--- config.mk ---
export PLATFORM = sky130hd
export DESIGN_NAME = mc_control_unit
export DESIGN_NICKNAME = d
export VERILOG_FILES = /design/src/rtl/mc_control_unit.sv
export SDC_FILE = /design/constraint.sdc
export NUM_CORES = 1
export LEC_CHECK = 0
export BUFFER_PORTS_ARGS = -buffer_cell sky130_fd_sc_hd__buf_2
export CAP_MARGIN = 20
export CORE_ASPECT_RATIO = 0.8
export CORE_MARGIN = 3
export CORE_UTILIZATION = 39
export DETAILED_ROUTE_END_ITERATION = 7
export HOLD_SLACK_MARGIN = 0.06
export PLACE_DENSITY = 0.77
export SYNTH_ARGS = -nofsm -noshare
export SYNTH_HDL_FRONTEND = slang
export SYNTH_SLANG_ARGS = --single-unit
export TNS_END_PERCENT = 20
--- constraint.sdc ---
create_clock -name clk -period 1.8 [get_ports clk]
set_input_delay 0.36 -clock clk [delete_from_list [all_inputs] [get_ports clk]]
set_output_delay 0.36 -clock clk [all_outputs]
set_load 0.03 [all_outputs]
--- src/rtl/mc_control_unit.sv ---
// mc_control_unit
//
// Multi-cycle control FSM for a small RV32 core. It sequences FETCH, DECODE,
// EXEC, MEM and WB, and drives the datapath selects and write enables for
// each of these states. Unsupported encodings and memory timeouts land in an
// absorbing TRAP state, which can only be left through reset.
//
// Parameters
//   N        instruction width (>= 32); only instr[31:0] is decoded
//   TIMEOUT  maximum memory-wait cycles in FETCH/MEM; 0 disables the timeout
//
// Ports
//   clk           rising-edge clock
//   rst_n         asynchronous active-low reset
//   instr         instruction from the external IR, stable from DECODE on
//   mem_ready     memory completes the current request this cycle
//   branch_taken  ALU compare result, sampled in EXEC
//   pc_write      PC write enable
//   ir_write      IR write enable
//   reg_write     register file write enable
//   mem_req       memory request
//   mem_we        memory write qualifier
//   mem_addr_sel  memory address: 0 = PC, 1 = ALU result
//   alu_src_a     ALU A: 00 = rs1, 01 = PC, 10 = zero
//   alu_src_b     ALU B: 00 = rs2, 01 = imm, 10 = constant 4
//   alu_op        00 = add, 01 = compare, 10 = funct-decoded
//   save_method   store width: 00 = byte, 01 = half, 10 = word
//   wb_sel        write-back: 00 = ALU, 01 = MEM, 10 = PC+4
//   pc_sel        next PC: 00 = PC+4, 01 = PC+imm, 10 = ALU with bit0 cleared
//   trap          high while in TRAP
//   state         current state encoding (debug)

module mc_control_unit #(
    parameter int N       = 32,
    parameter int TIMEOUT = 16
) (
    input  logic         clk,
    input  logic         rst_n,
    input  logic [N-1:0] instr,
    input  logic         mem_ready,
    input  logic         branch_taken,
    output logic         pc_write,
    output logic         ir_write,
    output logic         reg_write,
    output logic         mem_req,
    output logic         mem_we,
    output logic         mem_addr_sel,
    output logic [1:0]   alu_src_a,
    output logic [1:0]   alu_src_b,
    output logic [1:0]   alu_op,
    output logic [1:0]   save_method,
    output logic [1:0]   wb_sel,
    output logic [1:0]   pc_sel,
    output logic         trap,
    output logic [2:0]   state
);

    // A disabled timeout still needs a one-bit counter to keep widths legal.
    localparam int CW = (TIMEOUT > 0) ? $clog2(TIMEOUT + 1) : 1;
    localparam logic [CW-1:0] WAIT_MAX = CW'(TIMEOUT);

    localparam logic [6:0] OP_R      = 7'b0110011;
    localparam logic [6:0] OP_I      = 7'b0010011;
    localparam logic [6:0] OP_LOAD   = 7'b0000011;
    localparam logic [6:0] OP_STORE  = 7'b0100011;
    localparam logic [6:0] OP_BRANCH = 7'b1100011;
    localparam logic [6:0] OP_JAL    = 7'b1101111;
    localparam logic [6:0] OP_JALR   = 7'b1100111;
    localparam logic [6:0] OP_LUI    = 7'b0110111;
    localparam logic [6:0] OP_AUIPC  = 7'b0010111;

    typedef enum logic [2:0] {
        S_FETCH  = 3'd0,
        S_DECODE = 3'd1,
        S_EXEC   = 3'd2,
        S_MEM    = 3'd3,
        S_WB     = 3'd4,
        S_TRAP   = 3'd7
    } state_t;

    state_t          cur_state;
    state_t          next_state;
    logic [CW-1:0]   wait_cnt;

    logic [6:0]      opcode;
    logic [2:0]      funct3;
    logic            is_r, is_i, is_load, is_store, is_branch;
    logic            is_jal, is_jalr, is_lui, is_auipc;
    logic            legal;
    logic            timed_out;
    logic            unused_bits;

    assign opcode = instr[6:0];
    assign funct3 = instr[14:12];

    // Register fields and any bits above 31 are consumed by the datapath.
    assign unused_bits = ^{instr[N-1:15], instr[11:7]};

    assign is_r      = (opcode == OP_R);
    assign is_i      = (opcode == OP_I);
    assign is_load   = (opcode == OP_LOAD);
    assign is_store  = (opcode == OP_STORE);
    assign is_branch = (opcode == OP_BRANCH);
    assign is_jal    = (opcode == OP_JAL);
    assign is_jalr   = (opcode == OP_JALR);
    assign is_lui    = (opcode == OP_LUI);
    assign is_auipc  = (opcode == OP_AUIPC);

    // Stores wider than a word (funct3 > 010) are not supported.
    assign legal = (instr[1:0] == 2'b11)
                 && (is_r | is_i | is_load | is_store | is_branch |
                     is_jal | is_jalr | is_lui | is_auipc)
                 && !(is_store && (funct3 > 3'b010));

    // The timeout fires when the counter has already absorbed TIMEOUT wait
    // cycles; a mem_ready arriving in that cycle is still accepted.
    assign timed_out = (TIMEOUT > 0) && (wait_cnt == WAIT_MAX);

    assign state = rst_n ? cur_state : S_FETCH;

    // State register.
    always_ff @(posedge clk or negedge rst_n) begin
        if (!rst_n) begin
            cur_state <= S_FETCH;
        end else begin
            cur_state <= next_state;
        end
    end

    // Wait counter: cleared on any state change (so on every entry to
    // FETCH or MEM), saturating so a disabled timeout can never wrap.
    always_ff @(posedge clk or negedge rst_n) begin
        if (!rst_n) begin
            wait_cnt <= '0;
        end else if (next_state != cur_state) begin
            wait_cnt <= '0;
        end else if ((cur_state == S_FETCH || cur_state == S_MEM) &&
                     !mem_ready && (wait_cnt != WAIT_MAX)) begin
            wait_cnt <= wait_cnt + 1'b1;
        end
    end

    // Next-state and output decode.
    always_comb begin
        next_state   = cur_state;
        pc_write     = 1'b0;
        ir_write     = 1'b0;
        reg_write    = 1'b0;
        mem_req      = 1'b0;
        mem_we       = 1'b0;
        mem_addr_sel = 1'b0;
        alu_src_a    = 2'b00;
        alu_src_b    = 2'b00;
        alu_op       = 2'b00;
        save_method  = 2'b00;
        wb_sel       = 2'b00;
        pc_sel       = 2'b00;
        trap         = 1'b0;

        case (cur_state)
            S_FETCH: begin
                mem_req = 1'b1;
                if (mem_ready) begin
                    ir_write   = 1'b1;
                    next_state = S_DECODE;
                end else if (timed_out) begin
                    next_state = S_TRAP;
                end
            end

            S_DECODE: begin
                next_state = legal ? S_EXEC : S_TRAP;
            end

            S_EXEC: begin
                if (is_r) begin
                    alu_op     = 2'b10;
                    next_state = S_WB;
                end else if (is_i) begin
                    alu_src_b  = 2'b01;
                    alu_op     = 2'b10;
                    next_state = S_WB;
                end else if (is_load || is_store) begin
                    alu_src_b  = 2'b01;
                    next_state = S_MEM;
                end else if (is_lui) begin
                    alu_src_a  = 2'b10;
                    alu_src_b  = 2'b01;
                    next_state = S_WB;
                end else if (is_auipc) begin
                    alu_src_a  = 2'b01;
                    alu_src_b  = 2'b01;
                    next_state = S_WB;
                end else if (is_branch) begin
                    alu_op     = 2'b01;
                    pc_write   = 1'b1;
                    pc_sel     = branch_taken ? 2'b01 : 2'b00;
                    next_state = S_FETCH;
                end else if (is_jal || is_jalr) begin
                    alu_src_b  = 2'b01;
                    next_state = S_WB;
                end else begin
                    // Only reachable if the IR changed after DECODE.
                    next_state = S_TRAP;
                end
            end

            S_MEM: begin
                mem_req      = 1'b1;
                mem_addr_sel = 1'b1;
                mem_we       = is_store;
                case (funct3)
                    3'b000:  save_method = 2'b00;
                    3'b001:  save_method = 2'b01;
                    3'b010:  save_method = 2'b10;
                    default: save_method = 2'b00;
                endcase
                if (mem_ready) begin
                    if (is_load) begin
                        next_state = S_WB;
                    end else if (is_store) begin
                        pc_write   = 1'b1;
                        next_state = S_FETCH;
                    end else begin
                        next_state = S_TRAP;
                    end
                end else if (timed_out) begin
                    next_state = S_TRAP;
                end
            end

            S_WB: begin
                reg_write = 1'b1;
                pc_write  = 1'b1;
                if (is_load) begin
                    wb_sel = 2'b01;
                end else if (is_jal || is_jalr) begin
                    wb_sel = 2'b10;
                end
                if (is_jal) begin
                    pc_sel = 2'b01;
                end else if (is_jalr) begin
                    pc_sel = 2'b10;
                end
                next_state = S_FETCH;
            end

            S_TRAP: begin
                trap = 1'b1;
            end

            default: begin
                next_state = S_TRAP;
            end
        endcase

        // Reset silences every output immediately, not just at the next edge.
        if (!rst_n) begin
            pc_write     = 1'b0;
            ir_write     = 1'b0;
            reg_write    = 1'b0;
            mem_req      = 1'b0;
            mem_we       = 1'b0;
            mem_addr_sel = 1'b0;
            alu_src_a    = 2'b00;
            alu_src_b    = 2'b00;
            alu_op       = 2'b00;
            save_method  = 2'b00;
            wb_sel       = 2'b00;
            pc_sel       = 2'b00;
            trap         = 1'b0;
        end
    end

endmodule

======== Word level (Yosys, flattened, before mapping) ========
Cells that the tools add are included.
operators by class
  reduce and logical (&&, ||, !) cells .... 13
  divide/modulo/power cells ............... 0
  muxes and demuxes ....................... 83
  add/subtract/negate cells ............... 1
  magnitude comparators ................... 1
  shifts and indexed selects .............. 0
  equal/unequal tests ..................... 20
  multipliers ............................. 0
  bitwise logic cells ..................... 8
operators with widths
  cell                 number
  $mux 1               43
  $mux 2               21
  $mux 3               13
  $eq 7x6->1 const B   3
  $eq 7x7->1 const B   3
  $pmux 3 s6           1
  $eq 7x5->1 const B   2
  $mux 5               2
  $eq 3x2->1 const B   3
  $or 1x1->1           8
  $pmux 2 s2           2
  $eq 7x2->1 const B   1
  $eq 3x1->1 const B   2
  $eq 3x3->1 const B   2
  $add 5x1->5 const B  1
  $eq 5x5->1 const B   1
  $logic_and 1x1->1    5
  $ne 5x5->1 const B   1
  $gt 3x2->1 const B   1
  $logic_not 3->1      1
  $logic_or 1x1->1     3
  $ne 3x3->1           1
  $pmux 1 s3           1
  $eq 2x2->1 const B   1
  3 further kinds      4
word-level totals
  memories ................................ 0
  input bits .............................. 36
  ROM bits ................................ 0
  bits in writable memories ............... 0
  latch bits .............................. 0
  register bits ........................... 8
  word-level logic and storage cells ...... 128
  output and inout bits ................... 22

======== Longest topological paths before layout ========
  depth in word-level cells ............... 15
  depth in mapped cells ................... 7
  mapped depth without buffers ............ 7

======== Least setup slack after synthesis ========
Ideal clock, no wire load.
  path type ............................... reg2out
  start ................................... register cur_state[0]
  end ..................................... output pc_sel[0]
  buffers on the path ..................... 1
  setup slack ............................. -1154 ps
  stages on the path, launching flop included .. 7
  data required time ...................... 1440 ps
  arrival ................................. 2594 ps
  cells stage by stage .................... dfrtp_1 buf_4 inv_1 nand2_1 nor3_1 nor4b_1 a22o_1
on the way
  cells in the longest elaborated chain, start to end .. 3
  elaborated cells on any way between the ends .. 4
  those cells by class .................... eq/ne: 2; mux: 2
RTL lines
  item                                      line  text
  start, declared                           81    state_t cur_state;
  start signal, assigned                    126   cur_state <= next_state;
  $eq 3x3->1 or $eq 3x2->1 (tied branches)  160   case (cur_state)
  $pmux 2 s2 *                              160
  $mux 2 *                                  258   if (!rst_n) begin
  end, declared                             53    output logic [1:0] pc_sel,
Mark *: on every way between the ends. The rest lies on a longest branch, timed or not.

======== Worst setup path after layout ========
  start ................................... register cur_state[2]
  end ..................................... output pc_sel[0]
Same word-level chain as after synthesis.

==> results.md <==
* Top Family by Delay on Critical Path: simple AND/OR/NAND/NOR gates
* Drt via density at 6.63
* Post-synthesis cell type count at 45
* Clock slew at reported path FFs at 50 ps
* Crit-path max cell delay at 440 ps
* R2R setup slack at -310 ps
* Port bufs at 34
* CP Class: flop to output port
* CP max FO at 4
* I/O pins at 58
* Period utilization at 1.24
* Slowest stage cell, crit path: dfrtp_2
* Number of synthesized flops with an enable pin at 0
* Hold-fix buffers, CTS at 0
* DIE AREA at 0.00315 mm2
* Final hold vios at 0
* DRC viols at 0
* CTS tree: built
* Depth of the most critical reg-to-reg path at 7
* Worst setup SP type: flop
* Final wirelength at 6420 um
* Failing checks: negative setup slack
* Clock root buffer: clkbuf_4
* P_leak at 0.978 nW
* Critical Path Stages at 6
* Mapped cell area at 980 um2
* Most used DFF post-synth: dfrtp_1
* Layout cells sized above 1 at 0.687
* Crit path time final at 2240 ps
* First-pass GRT wire length at 8190 um
* Vias in the first global route at 1,509
* CP arrival at 1880 ps
* Hold slack at 93.2 ps
* Worst Path Buf+Inv at 2
* Clock tree buffer depth at 2
* Nets@finish at 251
* Crit-path cells: nand2b_4 > nor3_4 > nor4b_4 > buf_4 > a22o_4 > buf_6
* Sink Count at 8
* Area Overhead vs Synth at 109%
* Syn nets at 158
* Total track usage at 0.367
* Fin worst setup slack at -436 ps
* Chip height at 50.8 um
* Initial Util at 0.431
* Sequential share of the synthesized area at 0.204
* Worst clock skew at 1.39 ps
* Placed insts at 230
* Synth Warn # at 0
* Avg Cell Area, Syn at 8.16 um2
* Detailed Route Iter0 Violations at 207
* Worst skew pair latency at 250 ps
* Die Width at 62.0 um
* Fmax at 447 MHz
* Worst EP required at 1440 ps
* RSZ-0062 raised after global routing: true
* Antenna Cells at 0
* Syn Inst Count at 120
* Hold crit path type: input pin to asynchronous set/reset pin
* Routed Antenna Nets at 0
* Via count at 1,625
* Outcome: finished, violations left
* GPL Wtd Cong at 0.866
* Cell Count, Final, Fillers Out at 245
* Post-detail-place hpwl at 2920 um
* Crit end category: output port
* Htree depth at 1
* Worst R2R End: wait_cnt[0]
* Launch point of the worst reg-to-reg path: cur_state[2]
* Row Count at 15
* Peak supply drop at 0.779 mV
* PD cells at 909 mW/mm2
* DR pass1 iterations at 5
* Total clock buffers created by CTS at 3
* GRT overflow at 0
* Pins Over Slew Limit at 0
* Initial antenna violation count at 0
* Pin count of the biggest net entering global routing at 9
* Core box area at 0.00227 mm2
* Final Setup Violations at 22
* Number of synthesized register bits at 8
* Total of max-cap violations at 0
* Asr flop ratio synth at 1.00
* DR WL/cell at 26.2 um
## layer usage
metal | GRT usage | wire (um) | vias up
met5 | 0 | 0 | -
met4 | 0.226 | 539 | 0
met3 | 0.114 | 853 | 65
met2 | 0.584 | 2820 | 181
met1 | 0.416 | 2200 | 752
li1 | - | - | 627
## worst max path at each step
stage            startpoint            to  slack, ps
3_5_place_dp       instr[5]   wait_cnt[3]       -300
3_3_place_gp       instr[5]   wait_cnt[4]       -150
4_1_cts        cur_state[0]     pc_sel[0]       -260
6_report       cur_state[2]     pc_sel[0]       -440
5_1_grt        cur_state[2]  alu_src_a[1]       -550
2_1_floorplan  cur_state[2]     pc_sel[1]       -200
## final cells by class
| class | count | area, um2 |
|---|---|---|
| multi-input cells | 94 | 933 |
| repair buffers | 96 | 798 |
| fillers | 77 | 228 |
| flip-flops and latches | 8 | 204 |
| inverters | 10 | 42.5 |
| well taps | 34 | 42.5 |
| clock buffers | 3 | 22.5 |
## flip-flops by register name, indices dropped and copies added (netlist names)
register	flops
wait_cnt	5
cur_state	3
## report_power, final
group,internal [mW],switching (mW),total [mW]
Clock,0.0759,0.0556,0.132
Sequential,0.221,0.0641,0.285
Combinational,0.661,0.779,1.44
Total,0.958,0.899,1.86
## Yosys cell counts, types with 2 or more instances
cell	count	share of area
buf_4	3	0.023
a31oi_1	4	0.026
or3_1	2	0.013
nand2_1	13	0.050
nand2b_1	4	0.026
mux2i_1	2	0.020
nand4_1	2	0.013
ha_1	2	0.026
nor4b_1	7	0.063
a21oi_1	4	0.020
buf_2	4	0.020
a211o_1	2	0.018
xor2_1	4	0.036
nor4b_4	2	0.049
dfrtp_1	8	0.20
inv_1	10	0.038
nor3_1	7	0.036
o21ai_0	2	0.010
and2_1	2	0.013
nor4_1	3	0.019
nor2_1	5	0.019
a211oi_1	3	0.023
nand3b_1	2	0.015
nand3_1	2	0.010
## cells by family (layout without fill, tap and decap cells)
group | after synthesis | after routing | share of synthesized area
and+or+nand+nor | 61 | 61 | 0.424
buffers and inverters | 18 | 109 | 0.0932
DFF | 8 | 8 | 0.204
adders and majority gates | 2 | 2 | 0.0255
AOI/OAI and AO/OA | 23 | 23 | 0.184
muxes | 2 | 2 | 0.0204
xor gates and xnor gates | 5 | 5 | 0.0447
other | 1 | 1 | 0.00383
## what timing repair did
item                                    in CTS  in global routing
buffers inserted                             9                  3
gates resized for setup                     46                 26
pin swaps                                   10                  9
endpoints found under the setup margin      23                 25
## cells in the final DEF (no fill, tap or decap), types with 3 or more instances in the layout
cell	n
nand2_1	9
nand2b_1	3
nor2_1	3
clkbuf_4	3
nand2_4	3
nor4_4	3
dfrtp_2	3
nor4b_4	5
dfrtp_1	5
buf_12	3
buf_2	14
inv_1	6
nor3_1	3
buf_4	59
buf_6	20
xor2_1	4
## metrics by stage
stage | TNS [ps] | power, mW | utilization | setup slack, ps | area, um2
detailed placement | -1900 | 1.28 | 0.737 | -299 | 1670
global route | -8040 | 1.93 | 0.900 | -548 | 2040
finish | -6090 | 1.86 | 0.900 | -436 | 2040
floorplan | -1150 | 0.854 | - | -196 | 1120
global placement | -1110 | 1.24 | 0.737 | -148 | 1670
CTS | -3170 | 1.61 | 0.851 | -263 | 1930
Note: power is estimated with default switching activity, not from simulation.
